$ cat config.mk
export PLATFORM = sky130hd
export DESIGN_NAME = ikbd_tx_arbiter
export DESIGN_NICKNAME = d
export VERILOG_FILES = /design/src/rtl/ikbd_tx_arbiter.sv
export SDC_FILE = /design/constraint.sdc
export NUM_CORES = 1
export LEC_CHECK = 0
export ABC_AREA = 1
export CAP_MARGIN = 0
export CORE_MARGIN = 5
export CORE_UTILIZATION = 36
export CTS_BUF_LIST = sky130_fd_sc_hd__clkbuf_16
export CTS_CLUSTER_SIZE = 40
export DETAILED_ROUTE_END_ITERATION = 12
export PLACE_DENSITY = 0.92
export SLEW_MARGIN = 15
export SYNTH_ARGS = -nofsm -noshare
export SYNTH_HDL_FRONTEND = slang
export SYNTH_SLANG_ARGS = --single-unit
$ cat constraint.sdc
create_clock -name CLKx2 -period 2.4 [get_ports CLKx2]
set_input_delay 0.48 -clock CLKx2 [delete_from_list [all_inputs] [get_ports CLKx2]]
set_output_delay 0.48 -clock CLKx2 [all_outputs]
set_load 0.1 [all_outputs]
$ cat src/rtl/ikbd_tx_arbiter.sv
// IKBD transmit arbiter: grants one of keyboard/mouse/joystick a whole packet
// towards the SCI transmitter. Define IKBD_ARB_ROUND_ROBIN_EN for round robin.
module ikbd_tx_arbiter #(
    parameter int MAXLEN = 8
) (
    input  logic       CLKx2,
    input  logic       RSTn,
    input  logic [2:0] REQ,
    input  logic [7:0] DAT0,
    input  logic [7:0] DAT1,
    input  logic [7:0] DAT2,
    input  logic [2:0] LAST,
    output logic [2:0] NXT,
    output logic [2:0] GNT,
    output logic [7:0] TX_DATA,
    output logic       TX_VALID,
    input  logic       TX_READY,
    output logic       BUSY,
    output logic       ERR
);

    localparam logic [0:0] S_IDLE = 1'b0;
    localparam logic [0:0] S_SEND = 1'b1;

    localparam logic [3:0] CNT_MAX = 4'(MAXLEN - 1);

    logic [0:0] state;
    logic [3:0] cnt;
    logic [1:0] ptr;
    logic [2:0] winner;
    logic [1:0] g_idx;
    logic       req_g;
    logic       last_g;
    logic       xfer;
    logic       at_max;

`ifdef IKBD_ARB_ROUND_ROBIN_EN
    // Round robin: search starts just after the last winner
    always_comb begin
        winner = 3'b000;
        case (ptr)
            2'd0: begin
                if (REQ[1])      winner = 3'b010;
                else if (REQ[2]) winner = 3'b100;
                else if (REQ[0]) winner = 3'b001;
            end
            2'd1: begin
                if (REQ[2])      winner = 3'b100;
                else if (REQ[0]) winner = 3'b001;
                else if (REQ[1]) winner = 3'b010;
            end
            default: begin
                if (REQ[0])      winner = 3'b001;
                else if (REQ[1]) winner = 3'b010;
                else if (REQ[2]) winner = 3'b100;
            end
        endcase
    end
`else
    // Fixed priority: keyboard over mouse over joystick
    always_comb begin
        winner = 3'b000;
        if (REQ[0])      winner = 3'b001;
        else if (REQ[1]) winner = 3'b010;
        else if (REQ[2]) winner = 3'b100;
    end

    // The last-winner pointer is kept for observability only
    logic unused_ptr;
    assign unused_ptr = ^ptr;
`endif

    // Index of the current grant, used to record the last winner
    always_comb begin
        g_idx = 2'd0;
        if (GNT[1])      g_idx = 2'd1;
        else if (GNT[2]) g_idx = 2'd2;
    end

    assign req_g  = |(REQ & GNT);
    assign last_g = |(LAST & GNT);
    assign at_max = (cnt == CNT_MAX);
    assign xfer   = (state == S_SEND) & TX_VALID & TX_READY & req_g;
    assign NXT    = xfer ? GNT : 3'b000;

    // Route the granted requester's byte to the transmitter
    always_comb begin
        TX_DATA = 8'h00;
        if (GNT[0])      TX_DATA = DAT0;
        else if (GNT[1]) TX_DATA = DAT1;
        else if (GNT[2]) TX_DATA = DAT2;
    end

    // Grant state machine, byte counter and last-winner pointer
    always_ff @(posedge CLKx2 or negedge RSTn) begin
        if (!RSTn) begin
            state    <= S_IDLE;
            cnt      <= 4'd0;
            ptr      <= 2'd2;
            GNT      <= 3'b000;
            TX_VALID <= 1'b0;
            BUSY     <= 1'b0;
            ERR      <= 1'b0;
        end else begin
            ERR <= 1'b0;
            if (state == S_IDLE) begin
                if (|REQ) begin
                    GNT      <= winner;
                    TX_VALID <= 1'b1;
                    BUSY     <= 1'b1;
                    cnt      <= 4'd0;
                    state    <= S_SEND;
                end
            end else begin
                if (!req_g) begin
                    // Requester withdrew mid-packet: abandon it
                    state    <= S_IDLE;
                    GNT      <= 3'b000;
                    TX_VALID <= 1'b0;
                    BUSY     <= 1'b0;
                    ptr      <= g_idx;
                    ERR      <= 1'b1;
                end else if (xfer) begin
                    cnt <= cnt + 4'd1;
                    if (last_g || at_max) begin
                        state    <= S_IDLE;
                        GNT      <= 3'b000;
                        TX_VALID <= 1'b0;
                        BUSY     <= 1'b0;
                        ptr      <= g_idx;
                        ERR      <= ~last_g;
                    end
                end
            end
        end
    end

endmodule

# After elaboration in Yosys (flattened, before gate mapping)
# Index checks and enable logic that the tools add are counted.
# op_classes
add_sub_neg	1
eq_ne	5
muxes	30
n_bitwise	6
reduce_logical	7
# op_table
op	n
2-to-1 mux 3 bit	9
2-to-1 mux 8 bit	3
2-to-1 mux 4 bit	4
2-to-1 mux 1 bit	14
OR reduction 3 bit	3
AND 3 bit	2
!= test 3 x 2 -> 1 bit (second input constant)	2
AND reduction 3 bit	2
adder 4 x 1 -> 4 bit (second input constant)	1
equality test 4 x 3 -> 1 bit (second input constant)	1
!= test 2 x 1 -> 1 bit (second input constant)	2
AND 1 bit	3
nonzero test 2 bit	1
logical OR 1 bit	1
inverter 1 bit	1
# totals
ff_bits	10
out_inout_bits	17
wordCells	54

# Depth between registers and ports, before layout
# Gate-level depths: netlist (run 1).
# logic_depth
ltp_word	7
mapped_depth	8
depth_no_buf	8

# Least setup slack after synthesis (run 1)
# No wires, ideal clock.
# synth_path
path_type	register to output
start	register GNT[2]
end	output TX_DATA[0]
arrival_ns	3.561
setup_slack_ns	-1.641
path_stages_with_launch	5
path_buffers	0
cell_sequence	dfrtp_1 inv_1 nor2_2 a22oi_1 o21ai_0
# synth_via
elab_chain_cells	3
# synth_rtl
item	line	text
start: declaration	14	output logic [2:0] GNT,
start signal: assignment	108	GNT <= winner;
2-to-1 mux 8 bit	91	else if (GNT[2]) TX_DATA = DAT2;
2-to-1 mux 8 bit	90	else if (GNT[1]) TX_DATA = DAT1;
2-to-1 mux 8 bit	89	if (GNT[0]) TX_DATA = DAT0;
end: declaration	15	output logic [7:0] TX_DATA,
# Every way passes these cells.

# Final worst setup path (run 1)
# layout_path
start	input REQ[1]
end	output NXT[1]
# layout_via
elab_chain_cells	4
# layout_rtl
item	line	text
start: declaration	8	input logic [2:0] REQ,
AND 3 bit	80	assign req_g = |(REQ & GNT);
OR reduction 3 bit	80	
AND 1 bit	83	assign xfer = (state == S_SEND) & TX_VALID & TX_READY & req_g;
2-to-1 mux 3 bit	84	assign NXT = xfer ? GNT : 3'b000;
end: declaration	13	output logic [2:0] NXT,
# Every way passes these cells.

==> run metrics, run 1 <==
Hold Vio Cnt, Final 0; minimum clock period 2.19 ns; H-tree depth 1; Routed WL per cell 15.3 µm; Syn. warnings 0; setup TNS 0 ns; fmax 456 MHz; TritonCTS Buffers 3; cell area after synthesis 698 µm²; placed inst area 1420 µm²; clk_lat worst skew 0.24 ns; initial core utilization 36.7%; RSZ-0062 raised after global routing no; Die ar. 2920 µm²; reg-to-reg setup timing slack 0.80 ns; setup violators final 0; gr busiest metal met2; Switching Share 57.7%; Final ANT Viol Nets 0; CTS Root Cell clkbuf_16; Critical path buffers and inverters 2; Initial DRC Count 17; antenna violations before repair 0; relative max-transition margin 70.7%; critical path depth 6; DR vias/cell 5.06; First-pass DRT Iterations 4; Reg clk slew, reported paths 0.04 ns; crit-path max FO 7; Final Total Pwr 0.00219 W; GR Util met1 22.1%; Tcrit/Tclk final 91.3%; CP delay by family, top buffers and inverters; num ports 50; count of clock tree sinks 10; dpl cells 176; Core Region 1900 µm²; Lkg Pwr 0.661 nW; fin area 1500 µm²; mean post-synth cell area 6.78 µm²; number of fill cells 122; Synth Net Count 137; reg-to-reg startpoint GNT[0]; origin of the worst setup path REQ[1]; outcome finished clean; number of setup buffers added after CTS 0; worst hold path class reg -> reg; routed wire length 2.76 mm; Hold WS 0.506 ns; fin cells 180; CP Launch Type input port; Die Y 54.0 µm; final count of pins violating max slew 0; Total GRT Usage 20.6%; part of the power in registers 15.0%; Pwr per Cell Area 1460 nW/µm²; CTS tree done; number of global-route vias before repair 929; grt total ovfl 0; GRT met3 Usage 8.31%; P_int 0.000928 W; cells on worst reg2reg path 8; Peak supply drop 1.23 mV; Detailed Place HPWL 2.29 mm; share of cells above drive strength 1 28.1%; crit end category output port; CP Data Required Time 1.92 ns; Area Growth Syn to Fin 115%; via count 910; # DRC 0; pin count of the biggest net entering global routing 15; synthesized instance count 103; number of diodes 0; Psw 0.00127 W; global-route wire length before repair 4.24 mm; Worst path slowest cell clkdlybuf4s50_1; Worst Tran Pin Value 0.439 ns; max_cap viols 0; Synth cell types 19; Setup crit end NXT[1]; input/output buffers 49; Final Net Count 188; Seq cells post-synth 10; worst clock skew 0.00399 ns; part of the power in combinational logic 71.6%; Clock power frac 13.3%; max incr delay on CP 0.51 ns; Die Wd 54.0 µm; GPL Wtd Cong 0.803; RR Endpoint GNT[0]; hold buffers post-CTS 0; GRT met2 Usage 34.7%; Seq/Total Area, Yosys 35.8%; PostCTS Resize Cnt 0; WP data arrival 1.71 ns; Core Rows 16; Setup CP Type in -> out; Max Buffers Root-to-Sink 2; CP cell instances clkdlybuf4s50_1, nand2_1, nand3_2, nand2_2, nor2_2, buf_12
[synthesized netlist by cell type, drive strengths merged]
| cell type | instances | area (µm²) |
|---|---|---|
| nand4 | 2 | 12.5 |
| o21ai | 9 | 45.0 |
| inv | 12 | 45.0 |
| dfrtp | 10 | 250 |
| nand2 | 34 | 133 |
| buf | 4 | 22.5 |
| nor2 | 9 | 36.3 |
| a22oi | 8 | 60.1 |
| ha | 1 | 12.5 |
| nand3 | 9 | 55.1 |
| a21oi | 3 | 15.0 |
| nor3 | 1 | 5.00 |
| o22ai | 1 | 6.26 |
[metrics by stage]
stage                     utilization (%)  setup WS (ns)
after detailed placement             74.7          0.201
after CTS                            78.9          0.201
after global placement               74.7          0.261
after floorplan                         -         -0.272
after global routing                 78.9          0.135
final                                78.9          0.208
[sequential cells by signal, summed over array words and instances (netlist names)]
signal  count
GNT         3
state       1
cnt         4
BUSY        1
ERR         1
[power by group through the flow]
stage                     logic, W  registers [W]  clock network, W
after floorplan           0.000912       0.000506                 0
after global placement     0.00155       0.000326                 0
after detailed placement   0.00157       0.000331                 0
after CTS                  0.00158       0.000330          0.000298
after global routing       0.00162       0.000345          0.000310
final                      0.00157       0.000330          0.000293
[cell type report]
class | instances | area, µm² | area share (%)
Multi-Input combinational cell | 77 | 483 | 32.2
Sequential cell | 10 | 254 | 16.9
Clock inverter | 1 | 3.75 | 0.250
Tap cell | 27 | 33.8 | 2.25
Timing Repair Buffer | 50 | 606 | 40.4
Inverter | 12 | 45.0 | 3.00
Clock buffer | 3 | 75.1 | 5.00
[worst min path at each step]
stage	startpoint	to	slack, ns	depth (start not counted)
floorplan	RSTn	BUSY	0.18	0
global placement	cnt[0]	cnt[0]	0.48	1
detailed placement	cnt[1]	cnt[1]	0.50	2
CTS	cnt[1]	cnt[1]	0.51	2
global route	cnt[1]	cnt[1]	0.53	2
finish	cnt[0]	cnt[0]	0.51	1
[cells in the final DEF (no fill, tap or decap)]
cell,synthesis,routed
dfrtp_2,0,3
clkbuf_16,0,3
a22oi_1,8,8
clkdlybuf4s50_1,0,32
buf_12,0,12
nand4_1,2,2
nor2_1,8,5
nor2_4,0,1
a21oi_1,3,3
o21ai_1,1,1
o21ai_4,0,8
buf_4,1,6
o22ai_1,1,1
nand2_2,2,2
nand3_1,7,7
nor3_1,1,1
dfrtp_1,10,7
nor2_2,1,3
ha_1,1,1
nand3_2,2,2
inv_1,9,10
inv_2,3,3
nand2_1,32,32
[cells by family after synthesis]
family / count (synthesis) / synth area share, %
DFF: 10 / 35.8
adders and majority gates: 1 / 1.79
buffers and inverters: 16 / 9.68
AOI/OAI and AO/OA: 21 / 18.1
and+or+nand+nor: 55 / 34.6
[metal layers]
layer	share of wire, %	routed length [µm]
met5	0	0
met4	2.4	66
met3	16	437
met2	44	1220
met1	38	1040
Note: power is estimated with default switching activity, not from simulation.
==> run 2: changes to the inputs <==
ABC_AREA = not set   (was 1)
CORE_UTILIZATION = 34   (was 36)
PLACE_DENSITY = 0.87   (was 0.92)
clock period = 2.5 ns   (was 2.4 ns; I/O delays follow)
==> run metrics, run 2 <==
outcome finished clean; Area Growth Syn to Fin 115%; Seq cells post-synth 10; pin count of the biggest net entering global routing 21; most used cell, CP buf_12; worst clock skew 0.00158 ns; ys flop type dfrtp_1; commonest non-fill, non-tap cell in the layout clkdlybuf4s50_1; Die ar. 3140 µm²; antenna violations before repair 0; CP Data Required Time 2.00 ns; TritonCTS Buffers 3; Detailed Place HPWL 2.33 mm; Lkg Pwr 0.637 nW; count of clock tree sinks 10; max_cap viols 0; H-tree depth 1; Initial DRC Count 47; Synth Net Count 124; Die Wd 56.0 µm; fin util 78.0%; EDFF count, synth 0; final count of pins violating max slew 0; initial core utilization 36.4%; Pwr per Cell Area 1250 nW/µm²; area occupied by multi-input gates 499 µm²; Tcrit/Tclk final 98.6%; setup violators final 0; global-route wire length before repair 4.93 mm; via count 948; Peak supply drop 1.00 mV; Synth area leader dfrtp_1; cells on worst reg2reg path 4; grt total ovfl 0; fmax 406 MHz; CTS tree done; minimum clock period 2.46 ns; relative max-transition margin 64.2%; Seq. cell area 263 µm²; number of global-route vias before repair 968; area share of the largest cell type after synthesis 34.7%; clk_lat worst skew 0.24 ns; Routed WL per cell 17.4 µm; setup ws final 0.0355 ns; Synth cell types 28; leading cell types by total area after synthesis dfrtp_1 35%, o21ai_0 9.0%, a22oi_1 7.3%; Final ANT Viol Nets 0; Hold Vio Cnt, Final 0; synthesized instance count 90; CP Launch Type input port; worst hold path class reg -> reg; placed inst area 1460 µm²; Reg clk slew, reported paths 0.04 ns; hold buffers post-CTS 0; most frequent cells after synthesis 13 x o21ai_0, 11 x nand2_1, 10 x dfrtp_1; routed wire length 2.95 mm; Max Buffers Root-to-Sink 2; GPL Wtd Cong 0.851; input/output buffers 49; CTS Root Cell clkbuf_16; # DRC 0; number of fill cells 129; most frequent cells in the layout 31 x clkdlybuf4s50_1, 12 x buf_12, 12 x buf_4; DR vias/cell 5.58; top-count cell post-synth o21ai_0; number of diodes 0; Seq/Total Area, Yosys 34.7%; crit end category output port; num ports 50; Syn. warnings 0; Setup CP Type in -> out; Placement Setup Slack 0.0197 ns; Total GRT Usage 19.8%; Final Net Count 178; mean post-synth cell area 8.01 µm²; RSZ-0062 raised after global routing no; max incr delay on CP 0.50 ns; CP cell instances clkdlybuf4s50_1, a222oi_1, or2b_1, buf_12, nor3_4, buf_12; crit-path max FO 7; cell area after synthesis 721 µm²; First-pass DRT Iterations 4; Die Y 56.0 µm; hold depth 1; Largest register FFs 4; Worst Tran Pin Value 0.534 ns; Worst path slowest cell clkdlybuf4s50_1; Hold WS 0.521 ns; Core Region 1980 µm²; share of cells above drive strength 1 29.4%; Core Rows 16; Async SR Flop Fraction 100%; Largest regs cnt x4, GNT x3; Reg with most FFs cnt; fin area 1550 µm²; WP data arrival 1.96 ns
run 2: path summary, 6_finish.rpt:
check                        from  endpoint  slack [ns]
max                        REQ[0]    NXT[2]        0.04
min                        cnt[0]    cnt[0]        0.52
max reg2reg                GNT[0]    GNT[2]        0.72
min reg2reg                cnt[0]    cnt[0]        0.52
max in group asynchronous    RSTn    GNT[1]        1.56
min in group asynchronous    RSTn    cnt[3]        0.58
run 2: cell type report:
| cell class | count | area share [%] |
|---|---|---|
| clock buffers | 3 | 4.85 |
| well taps | 27 | 2.18 |
| clock inverters | 1 | 0.243 |
| repair buffers | 56 | 42.2 |
| inverters | 5 | 1.21 |
| flip-flops and latches | 10 | 17.0 |
| multi-input cells | 68 | 32.3 |
run 2: kinds of logic (layout without fill, tap and decap cells):
kind of cell               Yosys count  count (layout)  synth area share, %
adders and majority gates            1               1                 1.74
muxes                                3               3                 4.17
AOI/OAI and AO/OA                   34              34                 30.7
buffers and inverters               12              65                 6.94
and+or+nand+nor                     30              30                 21.7
DFF                                 10              10                 34.7
run 2: power by group:
part | switching [W] | internal [W]
logic | 0.000938 | 0.000425
clock network | 0.0000818 | 0.000210
registers | 0.0000655 | 0.000214
run 2: what timing repair did:
action / CTS / global route
buffers inserted: 0 / 1
endpoints found under the setup margin: 0 / 3
resized for setup: 0 / 1
run 2: metrics by stage:
stage / power, W / TNS (ns) / instances
global placement: 0.00162 / 0 / 165
floorplan: 0.00121 / -0.141 / 90
detailed placement: 0.00164 / 0 / 165
finish: 0.00194 / 0 / 170
CTS: 0.00193 / 0 / 169
global route: 0.00201 / 0 / 170
run 2: worst max-delay path: cells and delay by family:
| kind | cells | cell delay [ns] |
|---|---|---|
| buf+inv | 3 | 0.86 |
| simple gates | 2 | 0.48 |
| compound gates | 1 | 0.12 |
run 2: per-layer routing:
layer  vias up  track usage [%]  part of all wire, %
li1        445                -                    -
met1       447             24.9                   44
met2        53             31.2                   47
met3         3             6.73                  8.5
met4         0             7.12                  1.2
met5         -                0                    0
